### src/rtl/id_switch_pkg.sv
// Shared constants and helpers for the ID switch bank: register offsets,
// bus data width and counter sizing.
package id_switch_pkg;

  localparam int unsigned DATA_W   = 32;
  localparam int unsigned VAL_BASE = 0;

  function automatic int unsigned chg_ofs(input int unsigned n_ch);
    return n_ch;
  endfunction

  function automatic int unsigned irqen_ofs(input int unsigned n_ch);
    return n_ch + 1;
  endfunction

  // Bits needed to hold max_val (never less than one).
  function automatic int unsigned cnt_w(input int unsigned max_val);
    return (max_val < 2) ? 1 : $clog2(max_val + 1);
  endfunction

endpackage

### src/rtl/id_switch_debounce.sv
// One switch channel: 2-flop synchroniser, debounce counter, stable latch,
// power-up init suppression and a stretched change indicator.
module id_switch_debounce
  import id_switch_pkg::*;
#(
  parameter int unsigned SW_W       = 4,
  parameter int unsigned DEB_CYCLES = 50000,
  parameter int unsigned STRETCH    = 4800000
) (
  input  logic            i_clk,
  input  logic            i_rst,
  input  logic [SW_W-1:0] i_sw,
  output logic [SW_W-1:0] o_stable,
  output logic            o_chg_c,
  output logic            o_debug
);

  localparam int unsigned CNT_W = cnt_w(DEB_CYCLES - 1);
  localparam int unsigned STR_W = cnt_w(STRETCH);
  localparam logic [CNT_W-1:0] CNT_MAX = CNT_W'(DEB_CYCLES - 1);
  localparam logic [STR_W-1:0] STR_MAX = STR_W'(STRETCH);

  logic [SW_W-1:0]  r_sync1;
  logic [SW_W-1:0]  r_sync2;
  logic [SW_W-1:0]  r_stable;
  logic [CNT_W-1:0] r_cnt;
  logic [STR_W-1:0] r_stretch;
  logic             r_init;
  logic             r_debug;

  logic             w_done;
  logic             w_accept;
  logic [CNT_W-1:0] w_cnt_next;
  logic [STR_W-1:0] w_stretch_next;

  assign w_done   = (r_cnt == CNT_MAX);
  assign w_accept = w_done && (r_sync2 != r_stable);
  // The first settled value after reset only arms the channel.
  assign o_chg_c  = w_accept && r_init;
  assign o_stable = r_stable;
  assign o_debug  = r_debug;

  // Counter restarts in the same cycle the synchronised value moves.
  always_comb begin
    w_cnt_next = r_cnt;
    if ((r_sync1 != r_sync2) || w_accept) begin
      w_cnt_next = '0;
    end else if (!w_done) begin
      w_cnt_next = r_cnt + CNT_W'(1);
    end
  end

  always_comb begin
    w_stretch_next = r_stretch;
    if (o_chg_c) begin
      w_stretch_next = STR_MAX;
    end else if (r_stretch != '0) begin
      w_stretch_next = r_stretch - STR_W'(1);
    end
  end

  always_ff @(posedge i_clk or posedge i_rst) begin
    if (i_rst) begin
      r_sync1   <= '0;
      r_sync2   <= '0;
      r_stable  <= '0;
      r_cnt     <= '0;
      r_stretch <= '0;
      r_init    <= 1'b0;
      r_debug   <= 1'b0;
    end else begin
      r_sync1   <= i_sw;
      r_sync2   <= r_sync1;
      r_cnt     <= w_cnt_next;
      r_stretch <= w_stretch_next;
      r_debug   <= (w_stretch_next != '0);
      if (w_accept) r_stable <= r_sync2;
      if (w_done)   r_init   <= 1'b1;
    end
  end

endmodule

### src/rtl/id_switch_bank.sv
// Bank of debounced ID switch channels behind an Avalon-MM slave with
// sticky change flags, interrupt enables and a level interrupt.
module id_switch_bank
  import id_switch_pkg::*;
#(
  parameter int unsigned N_CH       = 2,
  parameter int unsigned SW_W       = 4,
  parameter int unsigned DEB_CYCLES = 50000,
  parameter int unsigned STRETCH    = 4800000,
  parameter int unsigned ADDR_W     = 5
) (
  input  logic                 clk,
  input  logic                 reset,
  input  logic [N_CH*SW_W-1:0] sw,
  output logic [N_CH-1:0]      debug_out,
  input  logic [ADDR_W-1:0]    avs_address,
  input  logic                 avs_read,
  output logic [31:0]          avs_readdata,
  input  logic                 avs_write,
  input  logic [31:0]          avs_writedata,
  output logic                 irq
);

  localparam logic [ADDR_W-1:0] A_CHG   = ADDR_W'(chg_ofs(N_CH));
  localparam logic [ADDR_W-1:0] A_IRQEN = ADDR_W'(irqen_ofs(N_CH));

  logic [SW_W-1:0]   w_stable [N_CH];
  logic [N_CH-1:0]   w_chg;
  logic [N_CH-1:0]   w_clr;
  logic [DATA_W-1:0] w_rdata;
  logic              w_unused_wdata;

  logic [N_CH-1:0]   r_chg;
  logic [N_CH-1:0]   r_irq_en;
  logic [DATA_W-1:0] r_rdata;

  for (genvar k = 0; k < N_CH; k++) begin : g_ch
    id_switch_debounce #(
      .SW_W       (SW_W),
      .DEB_CYCLES (DEB_CYCLES),
      .STRETCH    (STRETCH)
    ) u_deb (
      .i_clk    (clk),
      .i_rst    (reset),
      .i_sw     (sw[k*SW_W +: SW_W]),
      .o_stable (w_stable[k]),
      .o_chg_c  (w_chg[k]),
      .o_debug  (debug_out[k])
    );
  end

  assign w_clr = (avs_write && (avs_address == A_CHG)) ? avs_writedata[N_CH-1:0] : '0;
  assign w_unused_wdata = &{1'b0, avs_writedata};

  // Read mux sees pre-write, pre-update register contents.
  always_comb begin
    w_rdata = '0;
    for (int k = 0; k < N_CH; k++) begin
      if (avs_address == ADDR_W'(VAL_BASE + k)) w_rdata = DATA_W'(w_stable[k]);
    end
    if (avs_address == A_CHG)   w_rdata = DATA_W'(r_chg);
    if (avs_address == A_IRQEN) w_rdata = DATA_W'(r_irq_en);
  end

  // A new change beats a simultaneous write-1-to-clear.
  always_ff @(posedge clk or posedge reset) begin
    if (reset) begin
      r_chg    <= '0;
      r_irq_en <= '0;
      r_rdata  <= '0;
    end else begin
      r_chg <= (r_chg & ~w_clr) | w_chg;
      if (avs_write && (avs_address == A_IRQEN)) r_irq_en <= avs_writedata[N_CH-1:0];
      if (avs_read) r_rdata <= w_rdata;
    end
  end

  assign avs_readdata = r_rdata;
  assign irq          = |(r_chg & r_irq_en);

endmodule

### config.mk
export PLATFORM = sky130hd
export DESIGN_NAME = id_switch_bank
export DESIGN_NICKNAME = d
export VERILOG_FILES = /design/src/rtl/id_switch_pkg.sv /design/src/rtl/id_switch_debounce.sv /design/src/rtl/id_switch_bank.sv
export SDC_FILE = /design/constraint.sdc
export NUM_CORES = 1
export LEC_CHECK = 0
export ABC_AREA = 1
export CAP_MARGIN = 20
export CELL_PAD_IN_SITES_DETAIL_PLACEMENT = 1
export CELL_PAD_IN_SITES_GLOBAL_PLACEMENT = 1
export CORE_UTILIZATION = 37
export CTS_BUF_LIST = sky130_fd_sc_hd__clkbuf_8 sky130_fd_sc_hd__clkbuf_16
export DETAILED_ROUTE_END_ITERATION = 6
export GPL_ROUTABILITY_DRIVEN = 0
export GPL_TIMING_DRIVEN = 1
export PLACE_DENSITY = 0.79
export SYNTH_ARGS = -nofsm -noshare
export SYNTH_HDL_FRONTEND = slang
export SYNTH_SLANG_ARGS = --single-unit
### constraint.sdc
create_clock -name clk -period 4.2 [get_ports clk]
set_input_delay 1.05 -clock clk [delete_from_list [all_inputs] [get_ports clk]]
set_output_delay 1.05 -clock clk [all_outputs]
set_load 0.01 [all_outputs]
==> Flow_metrics.wiki <==
{| class="wikitable"
! Metric !! Value
|-
| Total iterations of the first detailed-routing run || 4
|-
| Synth-to-layout area growth || 15.3%
|-
| Data arrival time at the worst-slack endpoint || 2970 ps
|-
| Chip height || 135 µm
|-
| Maximum root-to-sink buffer count || 2
|-
| Multi-input gate area || 3050 µm²
|-
| Number of storage elements in the synthesis netlist || 114
|-
| Number of cells traversed by the worst hold path || 0
|-
| Worst-case headroom to the max-slew limit || 46.3%
|-
| Worst Hold End || g_ch[1].u_deb.r_sync2[3]
|-
| Core area || 17200 µm²
|-
| FP Rows || 48
|-
| Fraction of layout cells with a size suffix above 1 || 7.46%
|-
| Half-perimeter wire length after detailed placement || 11.5 mm
|-
| Number of H-tree branching levels || 4
|-
| Initial antenna violation count || 0
|-
| Max capacitance violation total || 0
|-
| Shortest clock period the worst path allows after layout || 2660 ps
|-
| First-pass GRT wire length || 26.8 mm
|-
| Iteration-0 DRC Markers || 217
|-
| CTS tree || built
|-
| Cts hold-fix bufs || 0
|-
| Sequential element share of the synthesized area || 43.7%
|-
| Count of placed standard cells in the final layout, fillers left out || 1150
|-
| Number of placed instances with taps included || 1118
|-
| Average wire length per cell after detail routing || 13.9 µm
|-
| Worst r2r dst || g_ch[0].u_deb.o_debug
|-
| Antenna diode instance count || 0
|-
| Remaining global-route overflow || 0
|-
| Final setup violation count || 0
|-
| Final layout net count || 967
|-
| Critical path required time || 4510 ps
|-
| Startpoint of the lowest-slack hold path || g_ch[1].u_deb.r_sync1[3]
|-
| Top achievable clock speed || 376 MHz
|-
| Number of cells produced by synthesis || 880
|-
| Pre-CTS WS || 1510 ps
|-
| Netlist area before placement || 6530 µm²
|-
| RSZ-0062 raised after global routing || false
|-
| Number of remaining DRC errors || 0
|-
| Setup CP Type || flip-flop to flip-flop
|-
| Synth unique cells || 39
|-
| Number of vias after detailed routing || 5483
|-
| Total power per unit cell area || 375 nW/µm²
|-
| Hold violation total from the final report || 0
|-
| Critical path fanouts, max || 20
|-
| Clock tree root buffer cell || sky130_fd_sc_hd__clkbuf_16
|-
| R2r worst-path depth || 12
|-
| Tightest Hold Check Type || flip-flop to flip-flop
|-
| Number of buffers added on ports || 25
|-
| Register-to-register setup slack || 1540 ps
|-
| Io pins || 84
|-
| Warnings from Yosys || 0
|-
| Critical path capture point type || flip-flop
|-
| Largest net degree at the start of global routing || 75
|-
| Least-Margin Pin Slew || 803 ps
|-
| Global-route usage over all layers || 19.0%
|-
| Horizontal die dimension || 135 µm
|-
| Clk sink count || 114
|-
| Total Wirelength || 16.0 mm
|-
| Outcome || finished, final reports clean
|-
| Final clock period utilization by the worst path || 63.4%
|-
| Startpoint of the worst-slack reg-to-reg timing path || g_ch[0].u_deb.r_cnt[0]
|-
| Post-route setup TNS || 0 ps
|-
| Type of element launching the critical path || flip-flop
|-
| Initial Util || 37.9%
|-
| Setup slack of the critical path after layout || 1540 ps
|-
| Leakage power || 0.00420 µW
|-
| VDD IR max || 0.312 mV
|-
| Maximum clock skew at final layout || 11.0 ps
|-
| FILL cells || 2111
|-
| Floorplan die area || 18200 µm²
|-
| Storage element area || 2850 µm²
|-
| Per-instance average area after synthesis || 7.42 µm²
|-
| Clock slew seen by the registers of the worst setup and hold paths || 60 ps
|-
| Cells resized by post-CTS repair || 0
|-
| Clock insertion delay at the later pin of the skew report || 430 ps
|-
| Final number of max-transition violations || 0
|-
| Number of buffers created by CTS || 17
|-
| Post-CTS setup buffers || 0
|-
| Post-layout power || 2820 µW
|-
| Post-route ant nets || 0
|-
| Vias in the first global route || 5475
|-
| Post-DR vias/cell || 4.77
|}
-- worst max path at each step --
stage | slack (ps) | from | cells past startpoint | end
after floorplan | 130 | reset | 1 | avs_readdata[0]
final | 1540 | g_ch[0].u_deb.r_cnt[0] | 12 | g_ch[0].u_deb.o_debug
after global routing | 1270 | g_ch[0].u_deb.r_cnt[0] | 12 | g_ch[0].u_deb.o_debug
after CTS | 1480 | g_ch[0].u_deb.r_cnt[0] | 12 | g_ch[0].u_deb.o_debug
after global placement | 1590 | g_ch[0].u_deb.r_cnt[0] | 12 | g_ch[0].u_deb.o_debug
after detailed placement | 1510 | g_ch[0].u_deb.r_cnt[0] | 12 | g_ch[0].u_deb.o_debug
-- Yosys cell counts --
cell type                  number  area, µm²
sky130_fd_sc_hd__a211oi_1       4       30.0
sky130_fd_sc_hd__a21oi_1       24        120
sky130_fd_sc_hd__a221oi_1       2       17.5
sky130_fd_sc_hd__a22o_1         1       8.76
sky130_fd_sc_hd__a31oi_1        3       18.8
sky130_fd_sc_hd__and3_1         1       6.26
sky130_fd_sc_hd__buf_2          6       30.0
sky130_fd_sc_hd__buf_4         32        240
sky130_fd_sc_hd__buf_6          4       45.0
sky130_fd_sc_hd__clkinv_1       1       3.75
sky130_fd_sc_hd__conb_1         1       3.75
sky130_fd_sc_hd__dfrtp_1      114       2850
sky130_fd_sc_hd__ha_1           6       75.1
sky130_fd_sc_hd__inv_1        107        402
sky130_fd_sc_hd__inv_2          2       7.51
sky130_fd_sc_hd__nand2_1      246        923
sky130_fd_sc_hd__nand2_2        4       25.0
sky130_fd_sc_hd__nand3_1       52        260
sky130_fd_sc_hd__nand3_2        5       50.1
sky130_fd_sc_hd__nand3b_1      15        113
sky130_fd_sc_hd__nand4_1        7       43.8
sky130_fd_sc_hd__nand4_2        1       12.5
sky130_fd_sc_hd__nor2_1       139        522
sky130_fd_sc_hd__nor2_2        11       68.8
sky130_fd_sc_hd__nor2_4         4       45.0
sky130_fd_sc_hd__nor3_1        13       65.1
sky130_fd_sc_hd__nor3_2         3       30.0
sky130_fd_sc_hd__nor3b_1        5       37.5
sky130_fd_sc_hd__nor4_1         1       6.26
sky130_fd_sc_hd__nor4_4         1       21.3
sky130_fd_sc_hd__o21a_1         6       45.0
sky130_fd_sc_hd__o21ai_0       26        130
sky130_fd_sc_hd__o21ai_1        2       10.0
sky130_fd_sc_hd__o21bai_1       1       7.51
sky130_fd_sc_hd__o221ai_1       1       8.76
sky130_fd_sc_hd__o22ai_1        3       18.8
sky130_fd_sc_hd__or2_2          2       12.5
sky130_fd_sc_hd__xnor2_1        9       78.8
sky130_fd_sc_hd__xor2_1        15        131
-- placed cells by master (no fill, tap or decap), drive strengths merged, types with 3 or more instances in the layout --
cell type / instances
a211oi: 4
clkdlybuf4s50: 25
nand4: 8
a21oi: 24
nor3: 16
conb: 28
a31oi: 3
buf: 3
nand3b: 15
o21ai: 28
o21a: 6
nand2: 250
dfrtp: 114
nor2: 154
clkinv: 5
nand3: 57
xnor2: 9
ha: 6
bufinv: 4
xor2: 15
o22ai: 3
nor3b: 5
clkbuf: 18
inv: 113
-- report_power, final --
part / total [µW] / switching, µW / internal (µW)
Combinational: 104 / 65.3 / 39.0
Sequential: 1130 / 17.4 / 1120
Clock: 1580 / 565 / 1020
-- worst max-delay path, cell delays in order (launching register included) --
cell,delay [ps]
sky130_fd_sc_hd__dfrtp_1,390
sky130_fd_sc_hd__ha_1,220
sky130_fd_sc_hd__nand2_1,70
sky130_fd_sc_hd__nor2_1,190
sky130_fd_sc_hd__nand2_1,100
sky130_fd_sc_hd__nor2_2,150
sky130_fd_sc_hd__nand3_1,590
sky130_fd_sc_hd__nand3_1,300
sky130_fd_sc_hd__nand2_1,100
sky130_fd_sc_hd__nor2_1,130
sky130_fd_sc_hd__nand2_1,90
sky130_fd_sc_hd__nor2_1,130
sky130_fd_sc_hd__nand2_1,80
-- state kept, by name (all words and copies together), names as in the netlist --
name	flops
avs_readdata	4
g_ch.u_deb.o_stable	8
g_ch.u_deb.r_stretch	46
r_irq_en	2
g_ch.u_deb.r_init	2
g_ch.u_deb.o_debug	2
g_ch.u_deb.r_sync2	8
r_chg	2
g_ch.u_deb.r_sync1	8
g_ch.u_deb.r_cnt	32
-- logic make-up after synthesis --
family	after synthesis	synth area share, %
buffers and inverters	152	11.2
xor gates and xnor gates	24	3.22
DFF	114	43.7
AOI/OAI and AO/OA	73	6.36
and+or+nand+nor	510	34.3
adders and majority gates	6	1.15
other	1	0.0574
-- per-stage QoR --
stage / util, % / hold slack (ps) / instance area (µm²)
4_1_cts: 43.6 / 399 / 7520
2_1_floorplan: - / 372 / 6630
3_3_place_gp: 39.9 / 382 / 6880
5_1_grt: 43.6 / 412 / 7520
3_5_place_dp: 39.9 / 387 / 6880
6_report: 43.6 / 395 / 7520
-- layer usage --
layer	up-vias	track usage [%]	share of wire, %
met4	0	5.62	1.2
met5	-	0	0
met2	55	32.9	49
met3	18	3.87	2.1
met1	2642	23.7	47
li1	2768	-	-
-- cell type report --
type                    count  share of cell area (%)
inverters                 110                    5.52
clock inverters            14                    2.68
clock buffers              18                    5.84
flip-flops and latches    114                    37.9
multi-input cells         641                    40.5
repair buffers             28                    3.79
well taps                 225                    3.74
Note: power is estimated with default switching activity, not from simulation.
